### config.mk
export PLATFORM = sky130hd
export DESIGN_NAME = transport_tx_scheduler
export DESIGN_NICKNAME = d
export VERILOG_FILES = /design/src/rtl/transport_tx_scheduler.sv
export SDC_FILE = /design/constraint.sdc
export NUM_CORES = 1
export LEC_CHECK = 0
export BUFFER_PORTS_ARGS = -buffer_cell sky130_fd_sc_hd__buf_2
export CORE_MARGIN = 2
export CORE_UTILIZATION = 48
export CTS_BUF_LIST = sky130_fd_sc_hd__clkbuf_16
export DETAILED_ROUTE_END_ITERATION = 8
export HOLD_SLACK_MARGIN = 0.15
export PLACE_DENSITY_LB_ADDON = 0.25
export SLEW_MARGIN = 20
export SYNTH_ARGS = -nofsm -noshare
export SYNTH_HDL_FRONTEND = slang
export SYNTH_SLANG_ARGS = --single-unit
### constraint.sdc
create_clock -name clk -period 1.7 [get_ports clk]
set_clock_uncertainty 0.05 [all_clocks]
set_input_delay 0.255 -clock clk [delete_from_list [all_inputs] [get_ports clk]]
set_output_delay 0.255 -clock clk [all_outputs]
set_load 0.01 [all_outputs]
### src/rtl/transport_tx_scheduler.sv
// Transmit-side packet scheduler: arbitrates control words against audio samples
// and serialises fixed-size packets onto the network byte stream.
module transport_tx_scheduler #(
    parameter int unsigned PACKET_BYTES = 16,
    parameter int unsigned MAX_CTRL_RUN = 4
) (
    input  logic        clk,
    input  logic        reset,
    input  logic        enable,
    input  logic        ctrl_valid,
    input  logic [15:0] ctrl_word,
    output logic        ctrl_ready,
    input  logic [10:0] audio_count,
    output logic        audio_rd_en,
    input  logic [15:0] audio_data,
    output logic [7:0]  tx_byte,
    output logic        tx_valid,
    input  logic        tx_ready,
    output logic        pkt_done,
    output logic [1:0]  pkt_type
);

    localparam int unsigned SAMPLES = (PACKET_BYTES - 2) / 2;
    localparam int unsigned CNT_W   = $clog2(PACKET_BYTES + 1);
    localparam int unsigned RUN_W   = $clog2(MAX_CTRL_RUN + 1);

    localparam logic [CNT_W-1:0] SAMPLES_C  = CNT_W'(SAMPLES);
    localparam logic [CNT_W-1:0] CTRL_PAD_C = CNT_W'(PACKET_BYTES - 3);
    localparam logic [CNT_W-1:0] CNT_ONE    = CNT_W'(1);
    localparam logic [RUN_W-1:0] MAX_RUN_C  = RUN_W'(MAX_CTRL_RUN);
    localparam logic [10:0]      ELIG_C     = 11'(SAMPLES);

    localparam logic [1:0] TYPE_CTRL  = 2'b01;
    localparam logic [1:0] TYPE_AUDIO = 2'b10;
    localparam logic [7:0] HDR_CTRL   = 8'h40;
    localparam logic [7:0] HDR_AUDIO  = 8'h80;

    typedef enum logic [3:0] {
        S_IDLE,
        S_HDR,
        S_C_HI,
        S_C_LO,
        S_PAD,
        S_A_RD,
        S_A_CAP,
        S_A_HI,
        S_A_LO,
        S_DONE
    } state_t;

    state_t           state_q, state_d;
    logic [RUN_W-1:0] run_cnt_q, run_cnt_d;
    logic [CNT_W-1:0] pad_cnt_q, pad_cnt_d;
    logic [CNT_W-1:0] samples_left_q, samples_left_d;
    logic [15:0]      word_q, word_d;
    logic [15:0]      sample_q, sample_d;
    logic             ctrl_ready_q, ctrl_ready_d;
    logic [1:0]       pkt_type_q, pkt_type_d;

    logic audio_elig;
    logic ctrl_win;

    assign audio_elig = (audio_count >= ELIG_C);
    // Control is blocked only once its run has starved eligible audio long enough.
    assign ctrl_win   = ctrl_valid && !(audio_elig && (run_cnt_q == MAX_RUN_C));

    assign ctrl_ready = ctrl_ready_q;
    assign pkt_type   = pkt_type_q;

    always_comb begin
        state_d        = state_q;
        run_cnt_d      = run_cnt_q;
        pad_cnt_d      = pad_cnt_q;
        samples_left_d = samples_left_q;
        word_d         = word_q;
        sample_d       = sample_q;
        pkt_type_d     = pkt_type_q;
        ctrl_ready_d   = 1'b0;
        tx_valid       = 1'b0;
        tx_byte        = 8'h00;
        audio_rd_en    = 1'b0;
        pkt_done       = 1'b0;

        case (state_q)
            S_IDLE: begin
                if (enable) begin
                    if (ctrl_win) begin
                        ctrl_ready_d = 1'b1;
                        word_d       = ctrl_word;
                        pkt_type_d   = TYPE_CTRL;
                        state_d      = S_HDR;
                        if (!audio_elig) begin
                            run_cnt_d = '0;
                        end else if (run_cnt_q != MAX_RUN_C) begin
                            run_cnt_d = run_cnt_q + RUN_W'(1);
                        end
                    end else if (audio_elig) begin
                        pkt_type_d     = TYPE_AUDIO;
                        run_cnt_d      = '0;
                        samples_left_d = SAMPLES_C;
                        state_d        = S_HDR;
                    end
                end
            end

            S_HDR: begin
                tx_valid = 1'b1;
                tx_byte  = (pkt_type_q == TYPE_CTRL) ? HDR_CTRL : HDR_AUDIO;
                if (tx_ready) begin
                    state_d = (pkt_type_q == TYPE_CTRL) ? S_C_HI : S_A_RD;
                end
            end

            S_C_HI: begin
                tx_valid = 1'b1;
                tx_byte  = word_q[15:8];
                if (tx_ready) begin
                    state_d = S_C_LO;
                end
            end

            S_C_LO: begin
                tx_valid = 1'b1;
                tx_byte  = word_q[7:0];
                if (tx_ready) begin
                    pad_cnt_d = CTRL_PAD_C;
                    state_d   = S_PAD;
                end
            end

            S_PAD: begin
                tx_valid = 1'b1;
                if (tx_ready) begin
                    if (pad_cnt_q > CNT_ONE) begin
                        pad_cnt_d = pad_cnt_q - CNT_ONE;
                    end else begin
                        state_d = S_DONE;
                    end
                end
            end

            S_A_RD: begin
                audio_rd_en = 1'b1;
                state_d     = S_A_CAP;
            end

            S_A_CAP: begin
                sample_d = audio_data;
                state_d  = S_A_HI;
            end

            S_A_HI: begin
                tx_valid = 1'b1;
                tx_byte  = sample_q[15:8];
                if (tx_ready) begin
                    state_d = S_A_LO;
                end
            end

            S_A_LO: begin
                tx_valid = 1'b1;
                tx_byte  = sample_q[7:0];
                if (tx_ready) begin
                    if (samples_left_q > CNT_ONE) begin
                        samples_left_d = samples_left_q - CNT_ONE;
                        state_d        = S_A_RD;
                    end else begin
                        pad_cnt_d = CNT_ONE;
                        state_d   = S_PAD;
                    end
                end
            end

            S_DONE: begin
                pkt_done = 1'b1;
                state_d  = S_IDLE;
            end

            default: begin
                state_d = S_IDLE;
            end
        endcase
    end

    always_ff @(posedge clk) begin
        if (reset) begin
            state_q        <= S_IDLE;
            run_cnt_q      <= '0;
            pad_cnt_q      <= '0;
            samples_left_q <= '0;
            word_q         <= '0;
            sample_q       <= '0;
            ctrl_ready_q   <= 1'b0;
            pkt_type_q     <= '0;
        end else begin
            state_q        <= state_d;
            run_cnt_q      <= run_cnt_d;
            pad_cnt_q      <= pad_cnt_d;
            samples_left_q <= samples_left_d;
            word_q         <= word_d;
            sample_q       <= sample_d;
            ctrl_ready_q   <= ctrl_ready_d;
            pkt_type_q     <= pkt_type_d;
        end
    end

endmodule

==> impl_metrics.env <==
export IMPL_power_density_nw_per_um2=1260
export IMPL_synthFlopType="dfxtp_1"
export IMPL_wl_um=9310
export IMPL_layout_core_utilization_pct=80.4
export IMPL_drv_cap=0
export IMPL_grt_usage_pct=28.7
export IMPL_fp_dieH_um=77.2
export IMPL_n_antenna_cell=0
export IMPL_timing_max_slew_rel_slack_pct=74.9
export IMPL_numCtsBuffers=5
export IMPL_hp_class="primary input to flip-flop"
export IMPL_period_minus_slack_ns=2.04
export IMPL_cts_tree="yes"
export IMPL_ir_drop_mv=1.18
export IMPL_drive_gt1_share_pct=42.1
export IMPL_switching_power_mw=1.93
export IMPL_cp_arrival_ns=1.73
export IMPL_dp_cells=469
export IMPL_finalSetupViolCount=46
export IMPL_hold_viol_final=0
export IMPL_synthCells=313
export IMPL_clkLatencyLatePin_ns=0.30
export IMPL_die_area_um2=5960
export IMPL_reg2reg_to="pad_cnt_q[1]"
export IMPL_reg2regPathDepth=7
export IMPL_synth_nets=367
export IMPL_reg2reg_from="state_q[0]"
export IMPL_io_buffers=61
export IMPL_drt_pass1_iter_count=5
export IMPL_routedWlPerCell_um=18.2
export IMPL_clk_pin_slew_ns=0.07
export IMPL_via_count=2950
export IMPL_gp_congestion=0.806
export IMPL_worst_setup_path_type="flip-flop to output port"
export IMPL_hpwlAfterDp_um=4760
export IMPL_hold_end="sample_q[10]"
export IMPL_fmax_mhz=491
export IMPL_yosysWarnings=0
export IMPL_violations="setup timing"
export IMPL_p_leak_nw=1.68
export IMPL_crit_buf_inv=4
export IMPL_rsz0062_at_grt="true"
export IMPL_drc_errors=0
export IMPL_cts_htree_levels=2
export IMPL_grt_pass1_vias=2785
export IMPL_path_delay_family="buffers and inverters"
export IMPL_outcome="complete, but fails checks"
export IMPL_crit_top_cell="buf_6"
export IMPL_avgViaCountPerCell=5.76
export IMPL_worstSetupPathDepth=7
export IMPL_initial_utilization_pct=50.0
export IMPL_fin_setup_tns_ns=-7.66
export IMPL_synth_async_sr_flop_share_pct=0
export IMPL_nets=495
export IMPL_dr_first_iter_drc_count=313
export IMPL_required_ns=1.39
export IMPL_cpMaxStageDelayCell="dfxtp_4"
export IMPL_worst_pin_slew_ns=0.371
export IMPL_path_cells="buf_6 -> buf_6 -> nor4b_4 -> buf_6 -> a32oi_2 -> o21ai_1 -> buf_2"
export IMPL_synth_avg_cell_area_um2=8.22
export IMPL_synth_edf_count=0
export IMPL_core_region_area_um2=5140
export IMPL_grt_pass1_wl_um=13600
export IMPL_setup_ws_ns=-0.337
export IMPL_hold_depth=3
export IMPL_drv_slew=0
export IMPL_areaGrowthSynthToFinish_pct=60.7
export IMPL_rows=26
export IMPL_switching_share_pct=37.2
export IMPL_cts_max_path_buffers=2
export IMPL_final_instance_count_excl_fill=512
export IMPL_cts_root_buf="clkbuf_16"
export IMPL_antenna_found_initial=0
export IMPL_seq_power_share_pct=28.8
export IMPL_yosys_cell_types_count=50
export IMPL_clkPwrFrac_pct=20.1
export IMPL_start_kind="flip-flop"
export IMPL_end_kind="output port"
export IMPL_p_int_mw=3.26
export IMPL_grt_max_degree=29
export IMPL_max_stage_delay_ns=0.37
export IMPL_clock_sinks=52
export IMPL_drtAntennaViolNets=0
export IMPL_fin_crit_sh_pct=120
export IMPL_die_x_um=77.2
export IMPL_synth_area_um2=2570
export IMPL_reg2reg_slack_ns=-0.30
export IMPL_p_comb_share_pct=51.1
export IMPL_overflow=0
export IMPL_io_pins=62
export IMPL_yosysSeqAreaShare_pct=40.5
export IMPL_synth_seq_cells=52
export IMPL_final_common_cell="buf_2"
export IMPL_layout_common_cells="buf_2 (60), nand2_1 (50), dfxtp_1 (47), buf_4 (38), a21oi_1 (28)"
export IMPL_worstPathMaxFanout=8
export IMPL_worstHoldStart="audio_data[10]"
cells in the mapped netlist (4+ instances only):
| master | number | area, um^2 |
|---|---|---|
| nor2b_1 | 6 | 37.5 |
| o21ai_0 | 14 | 70.1 |
| dfxtp_1 | 52 | 1040 |
| clkbuf_1 | 12 | 45.0 |
| o211ai_1 | 4 | 30.0 |
| a22o_1 | 16 | 140 |
| a31oi_1 | 4 | 25.0 |
| ha_1 | 6 | 75.1 |
| and2_1 | 4 | 25.0 |
| inv_1 | 11 | 41.3 |
| nor3_1 | 5 | 25.0 |
| buf_2 | 6 | 30.0 |
| nand3_1 | 4 | 20.0 |
| mux2i_1 | 9 | 90.1 |
| nor2_1 | 22 | 82.6 |
| a21oi_1 | 35 | 175 |
| nand2_1 | 50 | 188 |
worst min-delay path, delay by kind of cell:
kind | cells | cell delay, ns
buffers and inverters | 1 | 0.10
AOI/OAI and AO/OA | 1 | 0.05
and+or+nand+nor | 1 | 0.04
how the worst max path moves through the flow:
stage	start	to
after floorplan	state_q[3]	pad_cnt_q[1]
after global placement	state_q[3]	pad_cnt_q[1]
after detailed placement	state_q[1]	pad_cnt_q[3]
after CTS	state_q[0]	tx_byte[7]
after global routing	state_q[0]	tx_byte[6]
final	state_q[0]	tx_byte[6]
metal layers:
| metal | up-vias | part of all wire (%) | routed length [um] | track usage [%] |
|---|---|---|---|---|
| met3 | 27 | 5.9 | 554 | 5.29 |
| met2 | 142 | 51 | 4740 | 50.6 |
| li1 | 1378 | - | - | - |
| met1 | 1403 | 40 | 3750 | 34.8 |
| met5 | - | 0 | 0 | 0 |
| met4 | 0 | 2.9 | 267 | 9.82 |
sequential cells by signal, indices dropped and copies added, names as in the netlist:
register / count
samples_left_q: 5
state_q: 4
word_q: 16
sample_q: 16
pad_cnt_q: 5
pkt_type: 2
ctrl_ready: 1
run_cnt_q: 3
kinds of logic after synthesis:
group / share of synthesized area (%)
and+or+nand+nor: 21.4
AOI/OAI and AO/OA: 25.8
adders and majority gates: 2.92
DFF: 40.5
xor gates and xnor gates: 0.681
muxes: 3.94
buffers and inverters: 4.82
cell type report:
class	instances	area [um^2]
Multi-Input combinational cell	231	1750
Timing Repair Buffer	140	1060
Sequential cell	52	1050
Fill cell	307	1010
Clock buffer	5	125
Tap cell	70	87.6
Inverter	11	41.3
Clock inverter	3	21.3
power by group through the flow:
stage	logic [mW]	registers, mW	clock network [mW]
finish	2.65	1.50	1.04
global route	2.78	1.50	1.09
CTS	2.28	1.46	1.02
detailed placement	1.77	1.47	0
global placement	1.74	1.47	0
floorplan	1.11	1.49	0
what timing repair did:
item | in CTS | in global routing
gates cloned | 2 | 0
pin swaps | 31 | 21
setup buffers | 8 | 4
hold buffers | 20 | 2
hold endpoints to repair | 20 | 2
resized for setup | 46 | 40
setup endpoints to repair | 47 | 57
metrics by stage:
step / worst slack (ns) / instance area, um^2 / hold slack [ns] / power, mW
2_1_floorplan: -0.138 / 2690 / 0.330 / 2.60
3_3_place_gp: -0.158 / 3330 / 0.392 / 3.21
3_5_place_dp: -0.197 / 3330 / 0.397 / 3.24
4_1_cts: -0.261 / 3920 / 0.151 / 4.75
5_1_grt: -0.393 / 4130 / 0.153 / 5.38
6_report: -0.337 / 4130 / 0.143 / 5.19
No activity file was read; power rests on OpenSTA's default activity.
